**config.mk**
```make
export PLATFORM = sky130hd
export DESIGN_NAME = stage4_inv_flat
export DESIGN_NICKNAME = d
export VERILOG_FILES = /design/src/rtl/stage4_inv_if.sv /design/src/rtl/stage4_inv.sv /design/src/flat_wrapper.sv
export SDC_FILE = /design/constraint.sdc
export NUM_CORES = 1
export LEC_CHECK = 0
export ABC_AREA = 1
export CAP_MARGIN = 20
export CELL_PAD_IN_SITES_DETAIL_PLACEMENT = 0
export CELL_PAD_IN_SITES_GLOBAL_PLACEMENT = 1
export CORE_MARGIN = 1
export CORE_UTILIZATION = 38
export DETAILED_ROUTE_END_ITERATION = 12
export GPL_ROUTABILITY_DRIVEN = 0
export PLACE_DENSITY_LB_ADDON = 0.25
export SYNTH_ARGS = -nofsm -noshare
export SYNTH_HDL_FRONTEND = slang
export SYNTH_SLANG_ARGS = --single-unit
export TNS_END_PERCENT = 1
```
**constraint.sdc**
```tcl
create_clock -name clk -period 10.81 [get_ports clk]
set_input_delay 1.6215 -clock clk [delete_from_list [all_inputs] [get_ports clk]]
set_output_delay 1.6215 -clock clk [all_outputs]
set_load 0.05 [all_outputs]
```
**src/rtl/stage4_inv_if.sv**
```systemverilog
// stage4_inv_if -- handshake and data bundle for the stage-4 inverse permutation block.
//   Input side : in_valid / in_ready, key bits k2/k3, permuted words w_in..z_in
//   Output side: out_valid / out_ready, restored words a_out..d_out
//   Word packing: byte 0 in bits [7:0], byte 3 in bits [31:24].
//   master modport: upstream/downstream environment driving the block
//   slave  modport: the stage4_inv block itself
interface stage4_inv_if;
  logic        in_valid;
  logic        in_ready;
  logic        k2;
  logic        k3;
  logic [31:0] w_in;
  logic [31:0] x_in;
  logic [31:0] y_in;
  logic [31:0] z_in;
  logic        out_valid;
  logic        out_ready;
  logic [31:0] a_out;
  logic [31:0] b_out;
  logic [31:0] c_out;
  logic [31:0] d_out;

  modport master (
    output in_valid, k2, k3, w_in, x_in, y_in, z_in, out_ready,
    input  in_ready, out_valid, a_out, b_out, c_out, d_out
  );

  modport slave (
    input  in_valid, k2, k3, w_in, x_in, y_in, z_in, out_ready,
    output in_ready, out_valid, a_out, b_out, c_out, d_out
  );
endinterface

```
**src/rtl/stage4_inv.sv**
```systemverilog
// stage4_inv -- undoes the encrypt-side stage-4 word permutation and buffers the
// restored 128-bit blocks in a 2-entry FIFO.
//   clk      : clock, all state changes on the rising edge
//   reset    : asynchronous, active-high reset
//   bus      : stage4_inv_if.slave (valid/ready input side with k2/k3 and w..z,
//              valid/ready output side with a..d)
//   xfer_cnt : number of completed output transfers since reset (wraps)
module stage4_inv #(
  parameter int CNT_W = 16
) (
  input  logic             clk,
  input  logic             reset,
  stage4_inv_if.slave      bus,
  output logic [CNT_W-1:0] xfer_cnt
);

  logic [1:0]       count_reg;
  logic [1:0]       count_next;
  logic             wr_ptr_reg;
  logic             rd_ptr_reg;
  logic             in_ready_reg;
  logic [CNT_W-1:0] xfer_cnt_reg;
  logic [127:0]     mem_reg [2];
  logic [127:0]     perm_block;
  logic [127:0]     head;
  logic             push;
  logic             pop;
  logic             out_valid;

  assign push = bus.in_valid & in_ready_reg;
  assign pop  = out_valid & bus.out_ready;

  // Restore {a,b,c,d} from {w,x,y,z}; key bits only steer this mux and
  // are never stored.
  always_comb begin
    perm_block = {bus.x_in, bus.w_in, bus.z_in, bus.y_in};
    case ({bus.k2, bus.k3})
      2'b00:   perm_block = {bus.x_in, bus.w_in, bus.z_in, bus.y_in};
      2'b10:   perm_block = {bus.z_in, bus.x_in, bus.y_in, bus.w_in};
      2'b01:   perm_block = {bus.w_in, bus.y_in, bus.x_in, bus.z_in};
      default: perm_block = {bus.w_in, bus.z_in, bus.y_in, bus.x_in};
    endcase
  end

  // A pop with an empty FIFO cannot happen (out_valid gates it), and a push
  // with a full FIFO cannot happen (in_ready gates it).
  always_comb begin
    count_next = count_reg;
    case ({push, pop})
      2'b10:   count_next = count_reg + 2'd1;
      2'b01:   count_next = count_reg - 2'd1;
      default: count_next = count_reg;
    endcase
  end

  // in_ready is a flop so it has no combinational path from out_ready and
  // stays low during reset, rising at the first edge after release.
  always_ff @(posedge clk or posedge reset) begin
    if (reset) begin
      count_reg    <= 2'd0;
      wr_ptr_reg   <= 1'b0;
      rd_ptr_reg   <= 1'b0;
      in_ready_reg <= 1'b0;
      xfer_cnt_reg <= '0;
    end else begin
      count_reg    <= count_next;
      in_ready_reg <= (count_next != 2'd2);
      if (push) wr_ptr_reg <= ~wr_ptr_reg;
      if (pop) begin
        rd_ptr_reg   <= ~rd_ptr_reg;
        xfer_cnt_reg <= xfer_cnt_reg + CNT_W'(1);
      end
    end
  end

  genvar gi;
  generate
    for (gi = 0; gi < 2; gi++) begin : g_entry
      always_ff @(posedge clk or posedge reset) begin
        if (reset) begin
          mem_reg[gi] <= '0;
        end else if (push && (wr_ptr_reg == 1'(gi))) begin
          mem_reg[gi] <= perm_block;
        end
      end
    end
  endgenerate

  assign head      = mem_reg[rd_ptr_reg];
  assign out_valid = (count_reg != 2'd0);

  assign bus.in_ready  = in_ready_reg;
  assign bus.out_valid = out_valid;
  // Outputs read as zero whenever no valid block is at the head.
  assign bus.a_out     = out_valid ? head[127:96] : 32'd0;
  assign bus.b_out     = out_valid ? head[95:64]  : 32'd0;
  assign bus.c_out     = out_valid ? head[63:32]  : 32'd0;
  assign bus.d_out     = out_valid ? head[31:0]   : 32'd0;
  assign xfer_cnt      = xfer_cnt_reg;

endmodule

```
**src/flat_wrapper.sv**
```systemverilog
// flat-port wrapper written by rule: the top's interface ports become plain ports
module stage4_inv_flat 
#(
  parameter int CNT_W = 16
)
  (clk, reset, xfer_cnt, bus_in_valid, bus_k2, bus_k3, bus_w_in, bus_x_in, bus_y_in, bus_z_in, bus_out_ready, bus_in_ready, bus_out_valid, bus_a_out, bus_b_out, bus_c_out, bus_d_out);
  stage4_inv_if bus_i ();
  input  logic clk;
  input  logic reset;
  output logic [CNT_W-1:0] xfer_cnt;
  input wire logic [$bits(bus_i.in_valid)-1:0] bus_in_valid;
  input wire logic [$bits(bus_i.k2)-1:0] bus_k2;
  input wire logic [$bits(bus_i.k3)-1:0] bus_k3;
  input wire logic [$bits(bus_i.w_in)-1:0] bus_w_in;
  input wire logic [$bits(bus_i.x_in)-1:0] bus_x_in;
  input wire logic [$bits(bus_i.y_in)-1:0] bus_y_in;
  input wire logic [$bits(bus_i.z_in)-1:0] bus_z_in;
  input wire logic [$bits(bus_i.out_ready)-1:0] bus_out_ready;
  output wire logic [$bits(bus_i.in_ready)-1:0] bus_in_ready;
  output wire logic [$bits(bus_i.out_valid)-1:0] bus_out_valid;
  output wire logic [$bits(bus_i.a_out)-1:0] bus_a_out;
  output wire logic [$bits(bus_i.b_out)-1:0] bus_b_out;
  output wire logic [$bits(bus_i.c_out)-1:0] bus_c_out;
  output wire logic [$bits(bus_i.d_out)-1:0] bus_d_out;
  assign bus_i.in_valid = bus_in_valid;
  assign bus_i.k2 = bus_k2;
  assign bus_i.k3 = bus_k3;
  assign bus_i.w_in = bus_w_in;
  assign bus_i.x_in = bus_x_in;
  assign bus_i.y_in = bus_y_in;
  assign bus_i.z_in = bus_z_in;
  assign bus_i.out_ready = bus_out_ready;
  assign bus_in_ready = bus_i.in_ready;
  assign bus_out_valid = bus_i.out_valid;
  assign bus_a_out = bus_i.a_out;
  assign bus_b_out = bus_i.b_out;
  assign bus_c_out = bus_i.c_out;
  assign bus_d_out = bus_i.d_out;
  stage4_inv #(.CNT_W(CNT_W)) u_core (.clk(clk), .reset(reset), .bus(bus_i), .xfer_cnt(xfer_cnt));
endmodule
```
# --- Yosys cells after proc, flatten, opt, wreduce, memory -nomap -nowiden ---
# Cells that the tools add are included.
op_classes:
  n_mux: 9
  n_eq_ne: 5
  bitwise_logic: 5
  addsub: 3
  n_reduce_logical: 4
  n_lt_le_gt_ge: 1
op_table:
  columns: ["op", "n"]
  rows:
  - ["$mux W128", 3]
  - ["$pmux W128 S3", 1]
  - ["$mux W32", 4]
  - ["$add A16 B1 Y16 const B", 1]
  - ["$eq A2 B1 Y1 const B", 2]
  - ["$eq A2 B2 Y1 const B", 2]
  - ["$pmux W2 S2", 1]
  - ["$add A2 B1 Y2 const B", 1]
  - ["$and A1 B1 Y1", 2]
  - ["$ge A2 B2 Y1 const B", 1]
  - ["$logic_and A1 B1 Y1", 2]
  - ["$logic_not A2 Y1", 1]
  - ["$ne A2 B2 Y1 const B", 1]
  - ["$not A1 Y1", 2]
  - ["$not A1 Y2", 1]
  - ["$reduce_bool A2 Y1", 1]
  - ["$sub A2 B1 Y2 const B", 1]
word_totals:
  word_cells: 34
  register_bits: 277
  output_inout_bits: 146

# --- Logic depth before layout (Yosys ltp) ---
logic_depth:
  word_depth: 5
  mapped_depth: 10
  mapped_depth_nobuf: 9

# --- Least setup slack after synthesis ---
# No wires, ideal clock.
synth_timing:
  path_type: "register to output"
  from: "register u_core.count_reg[0]"
  to: "output port bus_a_out[20]"
  setup_slack_ps: 7372
  required_time_ps: 9189
  arrival_time_ps: 1816
  stages_incl_launch_ff: 6
  path_cell_list: "dfrtp_1 -> inv_2 -> nand2_2 -> buf_2 -> o21ai_0 -> a21oi_1"
synth_via:
  elab_chain_len: 2
synth_rtl:
  columns: ["element", "line_no", "text"]
  rows:
  - ["from (decl)", "stage4_inv.sv:17", "logic [1:0] count_reg;"]
  - ["from (signal assigned)", "stage4_inv.sv:66", "count_reg <= count_next;"]
  - ["$reduce_bool A2 Y1", "stage4_inv.sv:90", "assign out_valid = (count_reg != 2'd0);"]
  - ["named net bus_out_valid", "flat_wrapper.sv:20", "output wire logic [$bits(bus_i.out_valid)-1:0] bus_out_valid;"]
  - ["$mux W32", "stage4_inv.sv:95", "assign bus.a_out = out_valid ? head[127:96] : 32'd0;"]
  - ["to (decl)", "flat_wrapper.sv:21", "output wire logic [$bits(bus_i.a_out)-1:0] bus_a_out;"]
# The timed path passes the listed nets, and every way through them passes these cells.

# --- Worst setup path in the final report ---
layout_timing:
  from: "register u_core.rd_ptr_reg"
  to: "output port bus_d_out[23]"
layout_via:
  elab_chain_len: 5
layout_rtl:
  columns: ["element", "line_no", "text"]
  rows:
  - ["from (decl)", "stage4_inv.sv:20", "logic rd_ptr_reg;"]
  - ["from (signal assigned)", "stage4_inv.sv:70", "rd_ptr_reg <= ~rd_ptr_reg;"]
  - ["$not A1 Y2 (not written as such)", "stage4_inv.sv:89", "assign head = mem_reg[rd_ptr_reg];"]
  - ["$mux W128 (not written as such) (3 in a row)", "stage4_inv.sv:89", null]
  - ["$mux W32", "stage4_inv.sv:98", "assign bus.d_out = out_valid ? head[31:0] : 32'd0;"]
  - ["to (decl)", "flat_wrapper.sv:24", "output wire logic [$bits(bus_i.d_out)-1:0] bus_d_out;"]
# Every way passes these cells. The select of a mux whose other input is x is not followed.

==> results.json <==
{
  "powerDensity_nw_per_um2": 349,
  "dr.pass1.iters": 7,
  "fin_nets": 2428,
  "rsz0062_at_grt": "no",
  "synth_edf_count": 0,
  "ant_nets": 0,
  "peakVddDrop_mv": 0.345,
  "drt_iter0_drc": 1394,
  "worst_pin_slew_ns": 1.04,
  "globalRouteOverflowTotal": 0,
  "clockRootBuffer": "clkbuf_16",
  "relSlewSlack": 0.303,
  "synth.cell_area_um2": 15100,
  "final_util": 0.490,
  "yosysSeqAreaShare": 0.460,
  "post_cts_buffers": 0,
  "die_area_um2": 40500,
  "multi_input_area_um2": 6960,
  "setup_violations": 0,
  "clockBufferDepth": 3,
  "track_usage": 0.272,
  "synthDistinctLibCells": 34,
  "required_ns": 9.19,
  "yosys-top-cells-count": "nand2_1 (853), dfrtp_1 (277), o21ai_0 (230), nand3_1 (166), a21oi_1 (129)",
  "wirelength_um": 55600,
  "vias": 15000,
  "drcViolationCount": 0,
  "die_h_um": 201,
  "rows": 72,
  "maxSlewViolCount": 0,
  "synth-seq-cells": 277,
  "fillers": 3916,
  "synthArstFlopShare": 1.00,
  "cts_buffers": 35,
  "grt_pass1_vias": 13800,
  "leakagePower_nw": 8.75,
  "seqCellArea_um2": 6940,
  "ios": 280,
  "synth-main-ff-cell": "dfrtp_1",
  "drive_gt1_frac": 0.0450,
  "synth_most_common_cell": "nand2_1",
  "synth_warnings": 0,
  "crit_type": "reg -> out",
  "htreeDepth": 2,
  "crit_path_max_fanout": 104,
  "status": "finished clean",
  "hp-class": "reg -> reg",
  "area_delta_synth_final_pct": 26.5,
  "period_share": 0.529,
  "hold_buffers": 0,
  "cp-end-kind": "output port",
  "grt_start_max_net_pins": 149,
  "viasPerCell": 5.27,
  "holdWs_ns": 0.470,
  "period_needed_ns": 5.72,
  "fmax_mhz": 175,
  "cts_tree": "built",
  "die_x_um": 201,
  "start_util": 0.387,
  "ys_top_cells_by_area": "dfrtp_1 (46%), nand2_1 (21%), o21ai_0 (7.6%)",
  "core_um2": 38900,
  "cap_violations": 0,
  "cts_sinks": 277,
  "path_clk_slew_ns": 0.05,
  "finalHoldViolations": 0,
  "antenna_found_initial": 10,
  "critPathArrivalTime_ns": 4.10,
  "synth_top_area_share": 0.460,
  "worstSetupStartpointType": "flop",
  "syn-num-nets": 2245,
  "fin_skew_ns": 0.00857,
  "avgSynthCellArea_um2": 7.15,
  "fin_tns_setup_ns": 0,
  "hpwlAfterDp_um": 36800,
  "clk_latency_ns": 0.53,
  "synth_cells": 2109,
  "cts-resized-gates": 0,
  "routedWlPerCell_um": 19.5,
  "largest_reg_flops": 256,
  "io_buffer_count": 279,
  "synth_top_cell_by_area": "dfrtp_1",
  "grt_pass1_wl_um": 84900
}
==> final timing paths <==
kind	end	slack (ns)	start	cells past startpoint
worst max register to register	u_core.mem_reg[98]	7.65	u_core.wr_ptr_reg	5
worst min register to register	u_core.mem_reg[222]	0.47	u_core.mem_reg[222]	2
worst max-delay path	bus_d_out[23]	5.09	u_core.rd_ptr_reg	5
min in group asynchronous	u_core.xfer_cnt[14]	1.62	reset	2
max in group asynchronous	u_core.mem_reg[200]	7.73	reset	3
worst min-delay path	u_core.mem_reg[222]	0.47	u_core.mem_reg[222]	2
==> where the power goes <==
part	internal [mW]	leakage, nW	switching (mW)	total, mW
clock	0.680	0.543	0.453	1.13
combinational	1.11	4.74	2.68	3.80
sequential	1.49	3.46	0.228	1.72
==> routing by layer <==
layer  global-route usage  vias to the layer above  part of all wire
met5                    0                        -                 0
met4               0.0812                        0             0.023
met3               0.0398                       74             0.064
met2                0.402                      539              0.44
met1                0.409                     7178              0.47
li1                     -                     7193                 -
==> through the flow <==
stage	power, mW	area (um2)	cells	worst slack (ns)
after floorplan	4.23	15100	2109	1.55
after global placement	5.50	17900	2773	5.71
after detailed placement	5.53	17900	2773	5.70
after CTS	6.70	19000	2831	5.14
after global routing	7.04	19100	2842	4.87
final	6.65	19100	2842	5.09
==> placed cells by master (no fill, tap or decap), types with 7 or more instances in the layout <==
master and count:
nor2_1 10, dfrtp_1 276, clkbuf_16 37, a21oi_1 129, clkinv_2 7, clkbuf_1 8, buf_4 15, or2_2 13
xor2_1 8, inv_1 120, nand3_1 165, o211ai_1 17, o21ai_1 82, nand4_1 13, clkdlybuf4s50_1 277, diode_2 11
o21ai_0 230, nand2_1 853
==> cell type report <==
cell class,count,share of cell area
repair buffers,295,0.153
well taps,518,0.0340
clock buffers,50,0.0537
diodes,11,0.00144
inverters,127,0.0259
multi-input cells,1556,0.365
clock inverters,8,0.00361
flip-flops and latches,277,0.364
==> critical path, stage by stage, from the launching register on <==
cell	delay, ns
dfrtp_4	0.66
inv_4	0.54
buf_4	0.88
o21ai_0	0.15
a21oi_1	0.38
clkdlybuf4s50_1	0.89
==> cells by family (layout without fill, tap and decap cells) <==
group                    count (synthesis)  count (layout)  synth area share
AND/OR/NAND/NOR                       1075            1075             0.291
other                                    0              11                 0
adder cells (fa/ha/maj)                  2               2           0.00166
AO/OA/AOI/OAI                          467             467             0.159
XOR/XNOR                                12              12           0.00697
buffers and inverters                  276             480            0.0807
flip-flops                             277             277             0.460
Note: power is estimated with default switching activity, not from simulation.
